[src/rtl/fifo_wr_arbiter.sv]
// Round-robin arbiter for a shared FIFO write port. A grant is held for up to
// MAX_BURST accepted words, and fifo_full acts as back-pressure.
module fifo_wr_arbiter #(
  parameter  int NUM_REQ    = 4,
  parameter  int DATA_WIDTH = 8,
  parameter  int MAX_BURST  = 4,
  localparam int OW         = (NUM_REQ > 1) ? $clog2(NUM_REQ) : 1,
  localparam int BW         = $clog2(MAX_BURST + 1)
) (
  input  logic                          aclk,
  input  logic                          aresetn,
  input  logic [NUM_REQ-1:0]            req,
  input  logic [NUM_REQ*DATA_WIDTH-1:0] req_data,
  input  logic                          fifo_full,
  output logic [NUM_REQ-1:0]            gnt,
  output logic [NUM_REQ-1:0]            ack,
  output logic                          fifo_wr,
  output logic [DATA_WIDTH-1:0]         fifo_wdata,
  output logic                          busy,
  output logic                          state_dbg,
  output logic [OW-1:0]                 last_owner_dbg,
  output logic [BW-1:0]                 burst_cnt_dbg
);

  typedef enum logic {
    IDLE  = 1'b0,
    GRANT = 1'b1
  } state_t;

  // Handshake: a word from requester i is consumed in any cycle where
  // ack[i] is high, i.e. gnt[i] & req[i] & ~fifo_full. The requester holds
  // req[i] and its data slice stable until that cycle.

  state_t                state, state_nxt;
  logic [OW-1:0]         owner, owner_nxt;
  logic [OW-1:0]         last_owner, last_owner_nxt;
  logic [NUM_REQ-1:0]    gnt_nxt;
  logic [BW-1:0]         burst_cnt, burst_cnt_nxt;

  logic                  pick_valid;
  logic [OW-1:0]         pick;
  logic [OW-1:0]         cand_idx;
  logic [DATA_WIDTH-1:0] owner_data;
  logic                  accept;

  // Rotating priority: search upward from the requester after last_owner.
  always_comb begin
    pick_valid = 1'b0;
    pick       = last_owner;
    cand_idx   = '0;
    for (int k = 1; k <= NUM_REQ; k++) begin
      cand_idx = OW'((int'(last_owner) + k) % NUM_REQ);
      if (!pick_valid && req[cand_idx]) begin
        pick_valid = 1'b1;
        pick       = cand_idx;
      end
    end
  end

  always_comb begin
    owner_data = '0;
    for (int i = 0; i < NUM_REQ; i++) begin
      if (owner == OW'(i)) begin
        owner_data = req_data[i*DATA_WIDTH +: DATA_WIDTH];
      end
    end
  end

  always_ff @(posedge aclk or negedge aresetn) begin
    if (!aresetn) begin
      state      <= IDLE;
      owner      <= '0;
      last_owner <= OW'(NUM_REQ - 1);
      gnt        <= '0;
      burst_cnt  <= '0;
    end else begin
      state      <= state_nxt;
      owner      <= owner_nxt;
      last_owner <= last_owner_nxt;
      gnt        <= gnt_nxt;
      burst_cnt  <= burst_cnt_nxt;
    end
  end

  always_comb begin
    state_nxt      = state;
    owner_nxt      = owner;
    last_owner_nxt = last_owner;
    gnt_nxt        = gnt;
    burst_cnt_nxt  = burst_cnt;
    accept         = 1'b0;
    ack            = '0;
    fifo_wr        = 1'b0;
    fifo_wdata     = '0;

    case (state)
      IDLE: begin
        if (pick_valid) begin
          state_nxt     = GRANT;
          owner_nxt     = pick;
          gnt_nxt       = '0;
          gnt_nxt[pick] = 1'b1;
          burst_cnt_nxt = '0;
        end
      end

      GRANT: begin
        fifo_wdata = owner_data;
        accept     = req[owner] & ~fifo_full;
        fifo_wr    = accept;
        ack        = gnt & {NUM_REQ{accept}};
        if (accept) begin
          burst_cnt_nxt = burst_cnt + BW'(1);
        end
        // A dropped request or the last word of the burst ends the grant;
        // a full FIFO alone just stalls with the grant held.
        if (!req[owner] || (accept && burst_cnt == BW'(MAX_BURST - 1))) begin
          state_nxt      = IDLE;
          last_owner_nxt = owner;
          gnt_nxt        = '0;
        end
      end

      default: begin
        state_nxt = IDLE;
        gnt_nxt   = '0;
      end
    endcase
  end

  assign busy           = (state == GRANT);
  assign state_dbg      = state;
  assign last_owner_dbg = last_owner;
  assign burst_cnt_dbg  = burst_cnt;

`ifndef SYNTHESIS
  a_gnt_onehot : assert property (@(posedge aclk) disable iff (!aresetn) $onehot0(gnt));
  a_ack_subset : assert property (@(posedge aclk) disable iff (!aresetn) (ack & ~gnt) == '0);
  a_wr_ack     : assert property (@(posedge aclk) disable iff (!aresetn) fifo_wr == |ack);
  a_no_ovf     : assert property (@(posedge aclk) disable iff (!aresetn) !(fifo_wr && fifo_full));
`endif

endmodule

[config.mk]
export PLATFORM = sky130hd
export DESIGN_NAME = fifo_wr_arbiter
export DESIGN_NICKNAME = d
export VERILOG_FILES = /design/src/rtl/fifo_wr_arbiter.sv
export SDC_FILE = /design/constraint.sdc
export NUM_CORES = 1
export LEC_CHECK = 0
export CORE_UTILIZATION = 31
export CTS_CLUSTER_SIZE = 30
export DETAILED_ROUTE_END_ITERATION = 16
export PLACE_DENSITY = 0.76
export SLEW_MARGIN = 20
export SYNTH_ARGS = -nofsm -noshare
export SYNTH_HDL_FRONTEND = slang
export SYNTH_SLANG_ARGS = --single-unit
[constraint.sdc]
create_clock -name aclk -period 1.8 [get_ports aclk]
set_input_delay 0.45 -clock aclk [delete_from_list [all_inputs] [get_ports aclk]]
set_output_delay 0.45 -clock aclk [all_outputs]
set_load 0.02 [all_outputs]
* After elaboration in Yosys (flattened, before gate mapping)
Index checks and enable logic that the tools add are counted.
Operators by class: multiplexer cells 36, $lt $le $gt $ge 7, reduce and logical (&&, ||, !) cells 15, bitwise operators 4, add/subtract/negate cells 5, equality and inequality tests 7
Operator list (number):
- 8-bit two-way mux | 5
- 2-bit by 3-bit < comparator with 1-bit output (second input constant) | 6
- 1-bit two-way mux | 13
- 4-bit two-way mux | 3
- 1-bit binary-select mux with 2-bit select | 5
- 2-bit two-way mux | 4
- 4-bit one-hot mux with 2 select lines | 1
- 2-bit AND reduction | 4
- 3-bit two-way mux | 2
- 3-bit one-hot mux with 2 select lines | 1
- 1-bit logical AND | 5
- 2-bit by 1-bit adder with 2-bit output (second input constant) | 2
- 2-bit adder (second input constant) | 2
- 4-bit bitwise AND | 1
- 2-bit == test (second input constant) | 2
- 1-bit logical NOT | 4
- 2-bit by 1-bit != test with 1-bit output (second input constant) | 2
- 3-bit by 1-bit adder with 3-bit output (second input constant) | 1
- 3-bit by 2-bit == test with 1-bit output (second input constant) | 1
- 1-bit demux with 2-bit select | 1
- 2-bit by 1-bit == test with 1-bit output (second input constant) | 1
- 2-bit by 1-bit greater-or-equal comparator with 1-bit output (second input constant) | 1
- 2-bit logical NOT | 1
- 2-bit != test (second input constant) | 1
- other kinds (4) | 5
Word-level totals: input port bits 39, bits in registers 12

* Logic depth before layout (Yosys ltp)
depth after elaboration 19, mapped depth 6

* Least setup slack after synthesis
OpenSTA, ideal clock, no wires.
kind input -> output, start point input port req[3], end point output port ack[0], data required time 1350 ps, buffers on the path 1, setup slack -124 ps, arrival time 1474 ps, stages 4, cells stage by stage mux4_2 > and3b_1 > buf_6 > and2_1
Between the ends: word-level cells in the longest chain between the ends 5
RTL lines:
- start: declaration | line 12 | input logic [NUM_REQ-1:0] req,
- 1-bit binary-select mux with 2-bit select | line 109 | accept = req[owner] & ~fifo_full;
- 1-bit two-way mux (implied by the code) | line 109
- 1-bit bitwise AND | line 109
- 4-bit bitwise AND | line 111 | ack = gnt & {NUM_REQ{accept}};
- 4-bit two-way mux | line 96 | case (state)
- end: declaration | line 16 | output logic [NUM_REQ-1:0] ack,
Every way passes these cells. The select of a mux whose other input is x is not followed.

* Worst setup path after layout
start point register owner[1], end point output port ack[0]
Between the ends: word-level cells in the longest chain between the ends 5
RTL lines:
- start: declaration | line 35 | logic [OW-1:0] owner, owner_nxt;
- start signal: assignment | line 78 | owner <= owner_nxt;
- 1-bit binary-select mux with 2-bit select | line 109
- 1-bit two-way mux (implied by the code) | line 109
- 1-bit bitwise AND | line 109
- 4-bit bitwise AND | line 111
- 4-bit two-way mux | line 96
Every way passes these cells. The select of a mux whose other input is x is not followed.

==> impl_metrics.tcl <==
set metrics [dict create \
    slew_viol_final 0 \
    insertion_delay_ns 0.27 \
    grt-ovfl-total 0 \
    slew_headroom_pct 63.5 \
    antenna_cells 0 \
    place_area_um2 1630 \
    whs_ns 0.523 \
    final_cell_mix "clkdlybuf4s50_1, buf_4, buf_6, dlygate4sd2_1, and2_4" \
    synth_top_area_share_pct 27.7 \
    ys_warn_count 0 \
    placeableCoreArea_um2 2760 \
    start_util_pct 32.8 \
    post-route-min-period_ns 2.17 \
    cap_viol_max_count 0 \
    io_buffers 62 \
    p_leak_uw 0.000790 \
    grt_max_degree 16 \
    finalSetupTns_ns -3.96 \
    worst_pin_slew_ns 0.545 \
    area_growth_pct 96.3 \
    cts_sinks 12 \
    reg2reg_from "owner[1]" \
    p_total_uw 2820 \
    viasPerCell 5.16 \
    run_status "complete, but fails checks" \
    antenna_found_initial 0 \
    yosys.cell_types.count 30 \
    setup_viol 13 \
    critPathKind "register to output pin" \
    layout_commonest_cell "clkdlybuf4s50_1" \
    cp_max_fo 7 \
    peakVddDrop_uv 1340 \
    dp_hpwl_mm 2.21 \
    grt_usage_pct 19.2 \
    syn_inst 82 \
    wirelength_mm 2.94 \
    grt_pass1_wl_mm 4.75 \
    fin_crit_sh_pct 121 \
    final_util_pct 64.3 \
    critPathLaunch "owner[1]" \
    fin_ws_ns -0.372 \
    yosys.area.top_type "dfrtp_1" \
    crit_required_ns 1.35 \
    layout-drive-gt1-share_pct 39.4 \
    drt_iter0_markers 27 \
    fin_worst_skew_ns 0.000813 \
    fp.dieH_um 56.0 \
    row_count 19 \
    timing.fmax_mhz 460 \
    synth.cell_area_um2 903 \
    synthTopCellsByArea "dfrtp_1, mux4_2, and2_1" \
    finalHoldViolCount 0 \
    power_density_nw_per_um2 1590 \
    cts_made_buffers 3 \
    synth_nets 123 \
    drtAntennaViolNets 0 \
    remaining_drc_errors 0 \
    holdCritStartpoint "burst_cnt_dbg[0]" \
    finalNetCount 207 \
    die_x_um 56.0 \
    cts-root-buf "clkbuf_4" \
    cts.clk_slew.worst_paths_ns 0.07 \
    min_path_type "register to register" \
    ctsHoldBuffers 0 \
    grt_pass1_vias 1020 \
    seq_area_frac_synth_pct 33.5 \
    cts_tree "yes" \
    startpoint_type "register" \
    wl_per_cell_um 15.0 \
    dr.pass1.iters 4 \
    rsz0062_at_grt "yes" \
    io_pins 63 \
    dieArea_um2 3130 \
    vias 1012 \
    violations "setup timing" \
    ys_ff_latch 12 \
    cp.arrival_ns 1.72 \
    cp-end-kind "output pin" \
    avgSynthCellArea_um2 11.0 \
    htree_levels 1 \
    gp_congestion 0.810 \
    fin_area_um2 1770 \
    ctsLongestPathBuffers 2 \
]
## Yosys cell counts
cell      count
and3b_1       1
a21oi_1       3
a32oi_1       1
buf_2         2
buf_6         1
o31a_1        1
a32o_1        2
and2_1       12
buf_4         1
a21o_1        1
dfstp_2       2
a31o_1        1
nand2b_1      2
nand2_1       9
a21boi_2      1
nor3_1        1
mux2i_1       3
dfrtp_1      10
a31oi_1       1
nor2_1        3
clkbuf_1      2
o32ai_1       2
mux2_4        1
or2_1         1
nor2b_1       1
mux4_2        9
nor4_1        1
o21ai_1       3
ha_1          2
inv_1         2
## critical path, cell delays in order (launching register included)
cell,delay (ns)
dfrtp_1,0.38
mux4_2,0.52
and3b_2,0.27
and2_4,0.16
buf_6,0.12
## metal layers
layer / GRT usage [%] / wire [um] / share of wire (%)
met1: 24.1 / 1230 / 42
met5: 0 / 0 / 0
met2: 33.0 / 1490 / 51
met4: 6.27 / 10 / 0.34
met3: 3.72 / 214 / 7.3
## final timing paths
| check | to | cells past startpoint | slack, ns |
|---|---|---|---|
| max in group asynchronous | last_owner_dbg[1] | 1 | 0.90 |
| min reg2reg | burst_cnt_dbg[0] | 1 | 0.52 |
| min | burst_cnt_dbg[0] | 1 | 0.52 |
| min in group asynchronous | burst_cnt_dbg[0] | 1 | 0.53 |
| max reg2reg | burst_cnt_dbg[0] | 5 | 0.12 |
| max | ack[0] | 4 | -0.37 |
## through the flow
step           setup WS, ns  std cells
4_1_cts              -0.393        194
2_1_floorplan       -0.0856         82
3_5_place_dp          -1.11        182
5_1_grt              -0.427        196
6_report             -0.372        196
3_3_place_gp          -1.08        182
## sequential cells by signal, summed over array words and instances, names as in the netlist
register        count
last_owner_dbg      2
owner               2
burst_cnt_dbg       3
busy                1
gnt                 4
## logic make-up after synthesis
kind of cell               Yosys count  share of synthesized area, %
buffers and inverters                8                          4.85
muxes                               13                          27.4
AOI/OAI and AO/OA                   16                          13.2
adders and majority gates            2                          2.77
DFF                                 12                          33.5
and+or+nand+nor                     31                          18.3
## final cells by class
class                           count  area, um^2
Fill cell                         245         985
Timing Repair Buffer               85         810
Multi-Input combinational cell     62         588
Sequential cell                    12         303
Clock buffer                        4        26.3
Inverter                            2        7.51
Tap cell                           31        38.8
## timing repair
action	in CTS	in global routing
hold endpoints to repair	0	0
buffers inserted	7	2
gates cloned	1	0
setup endpoints to repair	17	13
pin swaps	13	1
resized for setup	105	0
## where the power goes
part,internal [uW],switching [uW],total (uW)
combinational,1200,936,2130
sequential,410,105,515
clock,85.8,87.6,173
total,1700,1130,2820
Note: power is estimated with default switching activity, not from simulation.
